File: src/rtl/jump_ctrl_pkg.sv
// Shared types and constants for the execute-stage jump controller.
// Decoded-op field positions, FSM encodings and result bundle.
package jump_ctrl_pkg;

  localparam int XLEN  = 32;
  localparam int OPLEN = 10;

  // decoded_op layout: [2:0] funct3, [3] must_jump,
  // [4] is_branch, [5] is_jalr, [9:6] other decode bits
  localparam int DOP_FUNCT3    = 0;
  localparam int DOP_MUST_JUMP = 3;
  localparam int DOP_BRANCH    = 4;
  localparam int DOP_JALR      = 5;

  typedef enum logic [1:0] {
    JC_RUN      = 2'd0,
    JC_REDIRECT = 2'd1,
    JC_FLUSH    = 2'd2
  } jc_state_t;

  typedef struct packed {
    logic            taken;
    logic            misalign;
    logic [XLEN-1:0] target;
    logic [XLEN-1:0] link;
  } jt_res_t;

  function automatic int cnt_w(input int n);
    return (n < 1) ? 1 : $clog2(n + 1);
  endfunction

endpackage

File: src/rtl/jump_ctrl_target.sv
// jump_target: combinational target/link adders and alignment check.
// Ports: i_valid, i_comp, i_op, i_pc, i_imm, i_rs1 -> o_res bundle.
module jump_target
  import jump_ctrl_pkg::*;
(
  input  logic             i_valid,
  input  logic             i_comp,
  input  logic [OPLEN-1:0] i_op,
  input  logic [XLEN-1:0]  i_pc,
  input  logic [XLEN-1:0]  i_imm,
  input  logic [XLEN-1:0]  i_rs1,
  output jt_res_t          o_res
);

  logic            w_jalr;
  logic            w_must;
  logic            w_br;
  logic [XLEN-1:0] w_base;
  logic [XLEN-1:0] w_sum;
  logic [XLEN-1:0] w_tgt;
  logic            w_unused_op;

  assign w_jalr = i_op[DOP_JALR];
  assign w_must = i_op[DOP_MUST_JUMP];
  assign w_br   = i_op[DOP_BRANCH];

  // funct3 and upper decode bits are the comparator's concern
  assign w_unused_op = ^{i_op[OPLEN-1:DOP_JALR+1],
                         i_op[DOP_FUNCT3+2:DOP_FUNCT3]};

  assign w_base = w_jalr ? i_rs1 : i_pc;
  assign w_sum  = w_base + i_imm;
  assign w_tgt  = w_jalr ? {w_sum[XLEN-1:1], 1'b0} : w_sum;

  always_comb begin
    o_res          = '0;
    o_res.target   = w_tgt;
    o_res.link     = i_pc + XLEN'(4);
    o_res.taken    = i_valid & (w_must | (w_br & i_comp));
    o_res.misalign = o_res.taken & (w_tgt[1:0] != 2'b00);
  end

endmodule

File: src/rtl/jump_ctrl.sv
// jump_ctrl: EX-stage branch/jump resolution, redirect handshake, flush.
// In: clk rst valid_de stall_ex comp_out decoded_op_de curr_pc_de imm_de
//     rs1data_de redirect_ack. Out: jump_state_em next_pc_em link_pc_em
//     redirect_req redirect_pc flush_req misalign_exc busy_ex.
module jump_ctrl
  import jump_ctrl_pkg::*;
#(
  parameter int FLUSH_CYCLES = 2
) (
  input  logic             clk,
  input  logic             rst,
  input  logic             valid_de,
  input  logic             stall_ex,
  input  logic             comp_out,
  input  logic [OPLEN-1:0] decoded_op_de,
  input  logic [XLEN-1:0]  curr_pc_de,
  input  logic [XLEN-1:0]  imm_de,
  input  logic [XLEN-1:0]  rs1data_de,
  input  logic             redirect_ack,
  output logic             jump_state_em,
  output logic [XLEN-1:0]  next_pc_em,
  output logic [XLEN-1:0]  link_pc_em,
  output logic             redirect_req,
  output logic [XLEN-1:0]  redirect_pc,
  output logic             flush_req,
  output logic             misalign_exc,
  output logic             busy_ex
);

  localparam int CW = cnt_w(FLUSH_CYCLES);
  localparam logic [CW-1:0] CNT_INIT =
    (FLUSH_CYCLES > 0) ? CW'(FLUSH_CYCLES - 1) : '0;

  jc_state_t       r_state;
  jc_state_t       w_next;
  logic [CW-1:0]   r_cnt;
  jt_res_t         w_res;
  logic            w_cap;
  logic            w_go;
  logic            r_js;
  logic            r_mis;
  logic [XLEN-1:0] r_next;
  logic [XLEN-1:0] r_link;
  logic [XLEN-1:0] r_rpc;

  jump_target u_tgt (
    .i_valid (valid_de),
    .i_comp  (comp_out),
    .i_op    (decoded_op_de),
    .i_pc    (curr_pc_de),
    .i_imm   (imm_de),
    .i_rs1   (rs1data_de),
    .o_res   (w_res)
  );

  // Only RUN with no stall resolves; REDIRECT/FLUSH see wrong-path ops
  assign w_cap = (r_state == JC_RUN) & ~stall_ex;
  assign w_go  = w_cap & w_res.taken & ~w_res.misalign;

  always_ff @(posedge clk) begin
    if (rst) r_state <= JC_RUN;
    else     r_state <= w_next;
  end

  always_comb begin
    w_next = r_state;
    unique case (r_state)
      JC_RUN: begin
        if (w_go) w_next = JC_REDIRECT;
      end
      JC_REDIRECT: begin
        if (redirect_ack)
          w_next = (FLUSH_CYCLES == 0) ? JC_RUN : JC_FLUSH;
      end
      JC_FLUSH: begin
        if (r_cnt == '0) w_next = JC_RUN;
      end
      default: w_next = JC_RUN;
    endcase
  end

  always_comb begin
    redirect_req = (r_state == JC_REDIRECT);
    flush_req    = (r_state != JC_RUN);
    busy_ex      = (r_state != JC_RUN);
  end

  always_ff @(posedge clk) begin
    if (rst) begin
      r_cnt <= '0;
    end else if ((r_state == JC_REDIRECT) && redirect_ack) begin
      r_cnt <= CNT_INIT;
    end else if ((r_state == JC_FLUSH) && (r_cnt != '0)) begin
      r_cnt <= r_cnt - 1'b1;
    end
  end

  always_ff @(posedge clk) begin
    if (rst) begin
      r_js   <= 1'b0;
      r_mis  <= 1'b0;
      r_next <= '0;
      r_link <= '0;
      r_rpc  <= '0;
    end else begin
      // exception is a single-cycle pulse, never held by stall
      r_mis <= w_cap & w_res.misalign;
      if (r_state != JC_RUN) begin
        r_js <= 1'b0;
      end else if (!stall_ex) begin
        r_js <= w_go;
        if (valid_de) begin
          r_next <= w_res.taken ? w_res.target : w_res.link;
          r_link <= w_res.link;
        end
      end
      if (w_go) r_rpc <= w_res.target;
    end
  end

  assign jump_state_em = r_js;
  assign misalign_exc  = r_mis;
  assign next_pc_em    = r_next;
  assign link_pc_em    = r_link;
  assign redirect_pc   = r_rpc;

endmodule
File: config.mk
export PLATFORM = sky130hd
export DESIGN_NAME = jump_ctrl
export DESIGN_NICKNAME = d
export VERILOG_FILES = /design/src/rtl/jump_ctrl_pkg.sv /design/src/rtl/jump_ctrl_target.sv /design/src/rtl/jump_ctrl.sv
export SDC_FILE = /design/constraint.sdc
export NUM_CORES = 1
export LEC_CHECK = 0
export CAP_MARGIN = 20
export CORE_MARGIN = 8
export CORE_UTILIZATION = 31
export CTS_BUF_LIST = sky130_fd_sc_hd__clkbuf_4 sky130_fd_sc_hd__clkbuf_8 sky130_fd_sc_hd__clkbuf_16
export CTS_CLUSTER_DIAMETER = 120
export DETAILED_ROUTE_END_ITERATION = 7
export PLACE_DENSITY = 0.69
export SYNTH_ARGS = -nofsm -noshare
export SYNTH_HDL_FRONTEND = slang
export SYNTH_SLANG_ARGS = --single-unit
File: constraint.sdc
create_clock -name clk -period 9.4 [get_ports clk]
set_input_delay 1.41 -clock clk [delete_from_list [all_inputs] [get_ports clk]]
set_output_delay 1.41 -clock clk [all_outputs]
set_load 0.01 [all_outputs]
# --- Word-level counts from Yosys, hierarchy flattened ---
# Index checks and enable logic that the tools add are counted.
# W data, S select, Z words.
totals:
  word_cells: 48
  reg_bits: 102
classes:
  muxes: 9
  bitwise: 11
  add_sub_neg: 3
  eq_ne: 5
  n_reduce_logical: 12
op_table:
  columns: ["op", "count"]
  rows:
  - ["$mux W32", 2]
  - ["$add A32 B3 Y32 const B", 1]
  - ["$add A32 B32 Y32", 1]
  - ["$reduce_bool A2 Y1", 4]
  - ["$and A1 B1 Y1", 7]
  - ["$mux W2", 3]
  - ["$ne A2 B2 Y1 const B", 3]
  - ["$pmux W2 S3", 1]
  - ["$reduce_and A3 Y1", 2]
  - ["$logic_not A2 Y1", 2]
  - ["$reduce_or A2 Y1", 2]
  - ["$mux W1", 3]
  - ["$not A1 Y1", 3]
  - ["$eq A2 B1 Y1 const B", 1]
  - ["$eq A2 B2 Y1 const B", 1]
  - ["$logic_and A1 B1 Y1", 2]
  - ["$sub A2 B1 Y2 const B", 1]
  - ["$or A1 B1 Y1", 1]

# --- Depth between registers and ports, before layout ---
# Gate-level depths: netlist of the first run.
depth:
  ltp_word: 9
  mapped_depth: 13
  mapped_depth_nobuf: 11

# --- By module ---
# A second synthesis of the first run with hierarchy kept.
hier_totals:
  cells_unflattened: 855
  area_unflattened_um2: 7018.0
by_module_without_submodules:
  columns: ["mod", "seq_area_each_um2", "instances", "area_each_um2", "cells_each"]
  rows:
  - ["jump_ctrl", 2042.0, 1, 4234.1, 454]
  - ["jump_target", 0.0, 1, 2783.9, 401]

# --- Worst setup path after synthesis of the first run ---
# No wires, ideal clock.
synth_path:
  path_type: "input -> register"
  start: "input decoded_op_de[5]"
  end: "register r_next[31] (netlist: next_pc_em[31])"
  setup_slack_ns: 5.113
  n_path_buf: 2
  cell_stages: 12
  t_arrival_ns: 4.200
  path_cell_list: "clkbuf_1 clkbuf_1 mux2_2 ha_1 a21oi_2 o21ai_0 a21oi_1 a21oi_1 a2111oi_4 o21ai_2 xnor2_1 a221oi_2"
synth_between:
  elab_chain_len: 3
synth_rtl:
  columns: ["element", "line_no", "text"]
  rows:
  - ["start: declaration", "jump_ctrl.sv:15", "input logic [OPLEN-1:0] decoded_op_de,"]
  - ["$mux W32", "jump_ctrl_target.sv:31", "assign w_base = w_jalr ? i_rs1 : i_pc;"]
  - ["$add A32 B32 Y32", "jump_ctrl_target.sv:32", "assign w_sum = w_base + i_imm;"]
  - ["$mux W32", "jump_ctrl.sv:113", "r_next <= w_res.taken ? w_res.target : w_res.link;"]
  - ["end signal: assignment", "jump_ctrl.sv:113", null]
  - ["end: declaration", "jump_ctrl.sv:42", "logic [XLEN-1:0] r_next;"]
# Every way passes these cells.
# A chain may end at the register's enable or synchronous reset.

# --- Worst setup path after layout of the first run ---
layout_path:
  start: "input decoded_op_de[5]"
  end: "register r_next[26] (netlist: next_pc_em[26])"
# The elaborated chain is that of the path after synthesis.

==> results of run 1 <==
==> cell families (layout without fill, tap and decap cells) <==
kind of cell	after synthesis	after routing	share of synthesized area [%]
XOR/XNOR	55	55	7.33
flip-flops	102	102	31.1
AO/OA/AOI/OAI	225	225	22.3
multiplexers	36	36	6.03
buffers and inverters	52	232	3.82
adder cells (fa/ha/maj)	34	34	6.58
AND/OR/NAND/NOR	322	322	22.9
==> cell usage in the layout (no fill, tap or decap), drive strengths merged, types with 3 or more instances in the layout <==
cell,instances
clkdlybuf4s50,203
nand2,135
dfxtp,102
nor2,90
a21oi,86
o21ai,39
xnor2,36
ha,33
a211oi,33
mux2,29
nor3,26
nand3,24
xor2,19
a21o,17
clkbuf,13
and3,11
o211ai,11
nand4,9
mux2i,7
buf,7
inv,6
a31oi,6
o21a,6
nor2b,5
or2,4
and2,4
a311oi,3
nand2b,3
o21bai,3
a222oi,3
==> stage by stage <==
| step | instances | hold slack, ps | cell area (um2) |
|---|---|---|---|
| after floorplan | 826 | 470 | 6580 |
| after global placement | 1265 | 439 | 8780 |
| after detailed placement | 1265 | 441 | 8780 |
| after CTS | 1281 | 451 | 9060 |
| after global routing | 1281 | 470 | 9060 |
| final | 1281 | 450 | 9060 |
==> metal layers <==
layer	track usage, %	routed length [um]	up-vias
met5	0	0	-
met4	5.26	467	0
met3	4.76	1770	30
met2	29.5	11200	243
met1	23.0	10900	3151
li1	-	-	3291
==> worst register-to-register path: stages (launching register included) <==
cell and delay (ps):
dfxtp_1 340, or2_1 300, nor2_1 240, nand2_2 560
nor2_4 550, nand2_1 180, buf_4 310, nor3_1 240
nand2_1 70, o311ai_1 70
==> area by class of cell <==
type | instances | area (um2) | area share (%)
Sequential cell | 102 | 2040 | 22.5
Clock buffer | 13 | 262 | 2.89
Timing Repair Buffer | 210 | 2080 | 23.0
Clock inverter | 3 | 20.0 | 0.221
Inverter | 6 | 22.5 | 0.249
Tap cell | 275 | 344 | 3.80
Multi-Input combinational cell | 672 | 4290 | 47.3
==> flip-flops by register name (all words and copies together), names as in the netlist <==
name,count
next_pc_em,32
jump_state_em,1
redirect_pc,32
r_state,2
r_cnt,2
link_pc_em,32
misalign_exc,1
==> worst paths after layout <==
check	startpoint	to	slack [ps]	cells past startpoint
worst max-delay path	decoded_op_de[5]	next_pc_em[26]	4570	12
worst min-delay path	redirect_pc[30]	redirect_pc[30]	450	2
worst max register to register	r_state[0]	redirect_pc[31]	6440	9
worst min register to register	redirect_pc[30]	redirect_pc[30]	450	2
==> power breakdown <==
group	internal, mW	switching [mW]	leakage, nW
Clock	0.196	0.172	0.136
Combinational	0.187	0.229	2.31
Sequential	0.457	0.0129	0.833
==> qor.csv, run 1 <==
metric,value,unit
fmax,0.207,GHz
Yosys cell types,73,
setup tns final,0,ps
Pre-Repair DR Iteration Count,5,
CP max stage delay,690,ps
chip width,162,um
CTS root buffer,clkbuf_16,
Ys Warns,0,
Port Buffers,205,
power per cell area,138,nW/um2
Slew @ Worst Pin,934,ps
largest net degree at the start of global routing,63,
vias per cell,5.24,
RSZ-0062 raised after global routing,no,
number of synthesized register bits,102,
Synth area leader,dfxtp_1,
cts hold-fix bufs,0,
CTS tree,yes,
startpoint types,input pin,
fin crit share,51.4,%
post-synth top area share,31.1,%
Post-route DRC,0,
fin. max-slew vios,0,
# rows,53,
Total GRT Usage,18.1,%
wire length of the first global-routing pass,36.9,mm
ys flop type,dfxtp_1,
fillers,2145,
CP Buf/Inv Count,1,
post-CTS setup buffer count,0,
H-tree depth,3,
DR iter-0 viols,433,
kind of cell adding the most delay to the critical path,compound AO/OA/AOI/OAI gates,
WP data required,9620,ps
Post-DP HPWL,18.9,mm
Syn Inst Count,826,
most frequent cell after synthesis,nand2_1,
"Seq/Total Area, Yosys",31.1,%
vias in the first global route,6509,
largest fanout on the critical path,35,
initial antenna violation count,0,
die height,162,um
Clock Latency Late Sink,350,ps
Vias,6715,
cells along the critical path,"buf_2, mux2_2, ha_1, fa_1, a211oi_1, o21ai_0, nor4b_2, o21ai_1, a31oi_1, xor2_1, a222oi_1, nor2_1",
"Setup violations, final",0,
Crit path arrival time,5040,ps
Setup WS pre-CTS,4200,ps
Initial Util,31.5,%
total grt overflow,0,
"Slowest-stage cell, CP",buf_2,
share of layout cells above drive strength 1,8.35,%
Num Clock Sinks,102,
diodes inserted,0,
Post-synth EDFFs,0,
WL per Instance,19.0,um
Synthesized Nets,972,
die area,26100,um2
Synth area leaders,"dfxtp_1, nand2_1, ha_1",
Post-layout nets,1147,
max cap viols,0,
CTS resizes,0,
run status,finished clean,
critical path class,in -> reg,
endpoints failing hold,0,
Post-DRT Antenna Nets,0,
core region area,20900,um2
crit end category,flop,
IO Pins,213,
final core occ,43.4,%
max_slew headroom,37.7,%
Clock transition at path regs,70,ps
drt total wl,24.4,mm
fin worst setup slack,4570,ps
cell area after synthesis,6580,um2
TritonCTS buffer count,9,
P_leak,3.28,nW
clock skew,6.02,ps
Placer Congestion,0.914,
Avg Inst Size Synth,7.96,um2
Max VDD drop,0.0794,mV
clk buf depth,2,
Area Overhead vs Synth,37.8,%
Async SR Flop Fraction,0,%
Tot Pwr,1.25,mW
Final min period,4830,ps
Post-synth top cells,"nand2_1, dfxtp_1, nor2_1",
Hold/Removal Path Class,reg -> reg,
No activity file was read; power rests on OpenSTA's default activity.
==> run 2, diff against run 1 <==
==> constraint.sdc (replaced) <==
create_clock -name clk -period 4.5 [get_ports clk]
set_input_delay 0.675 -clock clk [delete_from_list [all_inputs] [get_ports clk]]
set_output_delay 0.675 -clock clk [all_outputs]
set_load 0.01 [all_outputs]
==> run 2 against run 1 <==
Effect of this change:
- register-to-register slack got worse by 4300 ps
- sequential cell count did not move
- sequential power up 110%
- design area increased by 0.68%
- combinational power is 110% higher
- critical path type unchanged
- critical endpoint unchanged
==> qor.csv, run 2 (synthesis gave the netlist of run 1 again) <==
metric,value,unit
run status,finished clean,
Num Clock Sinks,102,
Sequential Power Share,37.8,%
setup tns final,0,ps
fillers,2115,
"commonest non-fill, non-tap cell in the layout",clkdlybuf4s50_1,
drt total wl,24.5,mm
Area Overhead vs Synth,38.7,%
CTS resizes,0,
WL per Instance,19.1,um
dpl cell area,8860,um2
H-tree depth,3,
cells along the critical path,"buf_2, buf_4, mux2_2, ha_1, and4_1, nand3_1, nor4b_2, o21ai_1, a31oi_1, xor2_1, a222oi_1, nor2_1",
Clock transition at path regs,70,ps
IO Pins,213,
crit end category,flop,
clock skew,4.12,ps
largest fanout on the critical path,13,
share of layout cells above drive strength 1,8.89,%
net switching power figure,862,uW
CTS root buffer,clkbuf_16,
worst flop-to-flop path endpoint,redirect_pc[31],
core region area,20900,um2
RSZ-0062 raised after global routing,no,
fmax,0.265,GHz
Post-DRT Antenna Nets,0,
Hold/Removal Path Class,reg -> reg,
fin. max-slew vios,0,
TritonCTS buffer count,9,
"Slowest-stage cell, CP",nor4b_2,
Clock power frac,28.5,%
die height,162,um
post-CTS setup buffer count,0,
Total GRT Usage,18.4,%
critical path class,in -> reg,
cts hold-fix bufs,0,
CP max stage delay,540,ps
cell area after layout,9120,um2
Tot Pwr,2.60,mW
diodes inserted,0,
Post-DP HPWL,19.4,mm
CTS tree,yes,
Initial Util,31.5,%
max_slew headroom,51.3,%
WP data required,4720,ps
chip width,162,um
"Setup violations, final",0,
vias per cell,5.19,
Vias,6683,
internal power,1.74,mW
Port Buffers,205,
vias in the first global route,6739,
endpoints failing hold,0,
initial antenna violation count,0,
Post-layout nets,1154,
Clock Latency Late Sink,350,ps
Pre-Repair DR Iteration Count,5,
wire length of the first global-routing pass,37.8,mm
Slew @ Worst Pin,728,ps
P_leak,3.31,nW
clk buf depth,2,
Final min period,3770,ps
Comb pwr share,33.6,%
die area,26100,um2
largest net degree at the start of global routing,63,
max cap viols,0,
Critical Path Start,decoded_op_de[5],
sw frac,33.2,%
startpoint types,input pin,
Post-route DRC,0,
Max VDD drop,0.148,mV
most frequent cells in the layout,"clkdlybuf4s50_1, nand2_1, dfxtp_1, nor2_1, a21oi_1",
flop2flop setup slack,2120,ps
fin crit share,83.8,%
power per cell area,285,nW/um2
Crit path arrival time,3990,ps
Worst Setup EP,next_pc_em[26],
worst r2r path cells,9,
Critical R2R Launch,r_state[0],
DR iter-0 viols,451,
Placer Congestion,0.906,
# rows,53,
total grt overflow,0,
## run 2: worst min path at each step
stage | to | cells past startpoint | slack (ps) | start
2_1_floorplan | next_pc_em[30] | 2 | 470 | next_pc_em[30]
3_3_place_gp | next_pc_em[7] | 2 | 440 | next_pc_em[7]
3_5_place_dp | next_pc_em[7] | 2 | 450 | next_pc_em[7]
4_1_cts | next_pc_em[7] | 2 | 450 | next_pc_em[7]
5_1_grt | next_pc_em[11] | 2 | 470 | next_pc_em[11]
6_report | redirect_pc[15] | 2 | 450 | redirect_pc[15]
## run 2: worst max-delay path, delay by kind of cell
family	cells	cell delay (ps)
and+or+nand+nor	4	960
AOI/OAI and AO/OA	3	850
buffers and inverters	2	610
adders and majority gates	1	390
muxes	1	360
xor gates and xnor gates	1	110
## run 2: layout make-up
cell class / count / area [um2] / area share (%)
Timing Repair Buffer: 217 / 2160 / 23.7
Clock inverter: 4 / 25.0 / 0.274
Inverter: 6 / 22.5 / 0.247
Sequential cell: 102 / 2040 / 22.4
Multi-Input combinational cell: 672 / 4290 / 47.0
Clock buffer: 11 / 240 / 2.63
Tap cell: 275 / 344 / 3.77
## run 2: power by group through the flow
stage | registers, mW | clock network (mW) | logic, mW
floorplan | 1.02 | 0 | 0.486
global placement | 1.00 | 0 | 0.866
detailed placement | 1.00 | 0 | 0.870
CTS | 0.983 | 0.761 | 0.875
global route | 0.989 | 0.796 | 0.951
finish | 0.983 | 0.741 | 0.873
## run 2: per-stage QoR
stage	setup WS, ps	cells	util [%]	hold WS (ps)
3_5_place_dp	448	1272	42.4	445
6_report	727	1287	43.7	454
2_1_floorplan	948	826	-	470
3_3_place_gp	467	1272	42.4	438
5_1_grt	614	1287	43.7	470
4_1_cts	821	1287	43.7	453
## run 2: per-layer routing
| metal | global-route usage (%) | vias to the layer above | wire (um) |
|---|---|---|---|
| met5 | 0 | - | 0 |
| met4 | 7.70 | 0 | 756 |
| met3 | 3.79 | 39 | 1700 |
| met2 | 29.9 | 263 | 11000 |
| met1 | 23.3 | 3073 | 11000 |
| li1 | - | 3308 | - |
==> run 3, diff against run 2 <==
--- a/config.mk
+++ b/config.mk
@@ -11,7 +11,7 @@
 export CTS_BUF_LIST = sky130_fd_sc_hd__clkbuf_4 sky130_fd_sc_hd__clkbuf_8 sky130_fd_sc_hd__clkbuf_16
 export CTS_CLUSTER_DIAMETER = 120
 export DETAILED_ROUTE_END_ITERATION = 7
-export PLACE_DENSITY = 0.69
+export PLACE_DENSITY = 0.71
 export SYNTH_ARGS = -nofsm -noshare
 export SYNTH_HDL_FRONTEND = slang
 export SYNTH_SLANG_ARGS = --single-unit
==> constraint.sdc (replaced) <==
create_clock -name clk -period 3.05 [get_ports clk]
set_input_delay 0.4575 -clock clk [delete_from_list [all_inputs] [get_ports clk]]
set_output_delay 0.4575 -clock clk [all_outputs]
set_load 0.01 [all_outputs]
==> run 3 against run 2 <==
Effect of this change:
- register-to-register slack got worse by 1400 ps
- first-iteration DRC count increased by 8.9%
- non-clock buffer count increased by 133
- power increased by 65%
==> qor.csv, run 3 (synthesis gave the netlist of run 1 again) <==
metric,value,unit
run status,finished clean,
Max VDD drop,0.214,mV
H-tree depth,3,
sw frac,32.3,%
TritonCTS buffer count,9,
Comb pwr share,37.9,%
P_leak,4.03,nW
CTS tree,yes,
Vias,7186,
Sequential Power Share,33.8,%
Pre-Repair DR Iteration Count,5,
WL per Instance,18.7,um
critical path class,in -> reg,
largest fanout on the critical path,9,
Clock Latency Late Sink,360,ps
Slew @ Worst Pin,914,ps
initial antenna violation count,0,
fin. max-slew vios,0,
die area,26100,um2
most frequent cells in the layout,"clkdlybuf4s50_1, buf_4, nand2_1, dfxtp_1, nor2_1",
startpoint types,input pin,
Clock power frac,28.3,%
fillers,2069,
IO Pins,213,
crit end category,flop,
"commonest non-fill, non-tap cell in the layout",clkdlybuf4s50_1,
diodes inserted,0,
max cap viols,0,
net switching power figure,1.39,mW
DR iter-0 viols,491,
Hold/Removal Path Class,in -> reg,
Final min period,3000,ps
total grt overflow,0,
max_slew headroom,39.1,%
Post-DRT Antenna Nets,0,
setup tns final,0,ps
Placer Congestion,0.886,
clock skew,8.44,ps
CTS root buffer,clkbuf_16,
share of layout cells above drive strength 1,22.2,%
"Setup violations, final",0,
Total GRT Usage,19.7,%
Post-route DRC,0,
vias in the first global route,7305,
Post-DP HPWL,21.0,mm
power per cell area,411,nW/um2
Num Clock Sinks,102,
Area Overhead vs Synth,59.0,%
endpoints failing hold,0,
drt total wl,26.6,mm
chip width,162,um
RSZ-0062 raised after global routing,yes,
die height,162,um
clk buf depth,2,
Initial Util,31.5,%
fin crit share,98.3,%
wire length of the first global-routing pass,40.5,mm
Clock transition at path regs,70,ps
vias per cell,5.06,
largest net degree at the start of global routing,81,
fmax,0.333,GHz
Post-layout nets,1287,
core region area,20900,um2
WP data required,3320,ps
# rows,53,
Port Buffers,205,
final core occ,50.0,%
Crit path arrival time,3270,ps
internal power,2.90,mW
==> run 3: worst paths after layout <==
kind / start / endpoint / slack, ps / depth (start not counted)
max: decoded_op_de[5] / next_pc_em[31] / 50 / 14
min: rst / redirect_pc[23] / 390 / 2
max reg2reg: r_state[0] / redirect_pc[31] / 770 / 9
min reg2reg: next_pc_em[17] / next_pc_em[17] / 450 / 2
==> run 3: per-stage QoR <==
step	cell area, um2	cells	total power [mW]	hold WS (ps)	setup WS [ps]
6_report	10500	1421	4.29	389	50.6
5_1_grt	10500	1421	4.51	399	-22.1
4_1_cts	10200	1415	4.22	387	2.65
3_5_place_dp	9840	1399	3.00	445	-459
3_3_place_gp	9840	1399	2.99	437	-410
2_1_floorplan	6590	826	2.23	470	-15.5
==> run 3: power groups by stage <==
stage                     combinational, mW  clock (mW)  sequential [mW]
after floorplan                       0.721           0             1.51
after global placement                 1.51           0             1.48
after detailed placement               1.52           0             1.48
after CTS                              1.54        1.23             1.45
after global routing                   1.75        1.30             1.46
final                                  1.63        1.21             1.45
==> run 3: layout make-up <==
cell class | instances | area, um2 | share of cell area [%]
Multi-Input combinational cell | 672 | 4530 | 43.3
Timing Repair Buffer | 350 | 3210 | 30.7
Sequential cell | 102 | 2040 | 19.5
Tap cell | 275 | 344 | 3.29
Clock buffer | 11 | 246 | 2.36
Clock inverter | 5 | 58.8 | 0.563
Inverter | 6 | 22.5 | 0.215
==> run 3: worst max-delay path, cell delays in order <==
cell and delay [ps]:
clkbuf_4 180, buf_12 160, buf_12 140, mux2_2 340
ha_1 330, a21oi_2 190, o21ai_0 150, a21oi_2 200
a21oi_2 100, a2111oi_4 350, buf_4 200, o21ai_4 80
xnor2_2 150, a221oi_2 240
==> run 3: per-layer routing <==
layer  track usage (%)  vias up  wire, um
li1                  -     3576         -
met2              32.7      263     12300
met1              24.8     3306     11700
met4              6.65        0       680
met3              4.50       41      1900
met5                 0        -         0
==> run 3: timing repair <==
action	4_1_cts	5_1_grt
pin swaps	1	14
gates cloned	0	1
hold buffers	0	0
buffers inserted	0	6
endpoints found under the hold margin	0	0
gates resized for setup	5	40
setup endpoints to repair	9	25
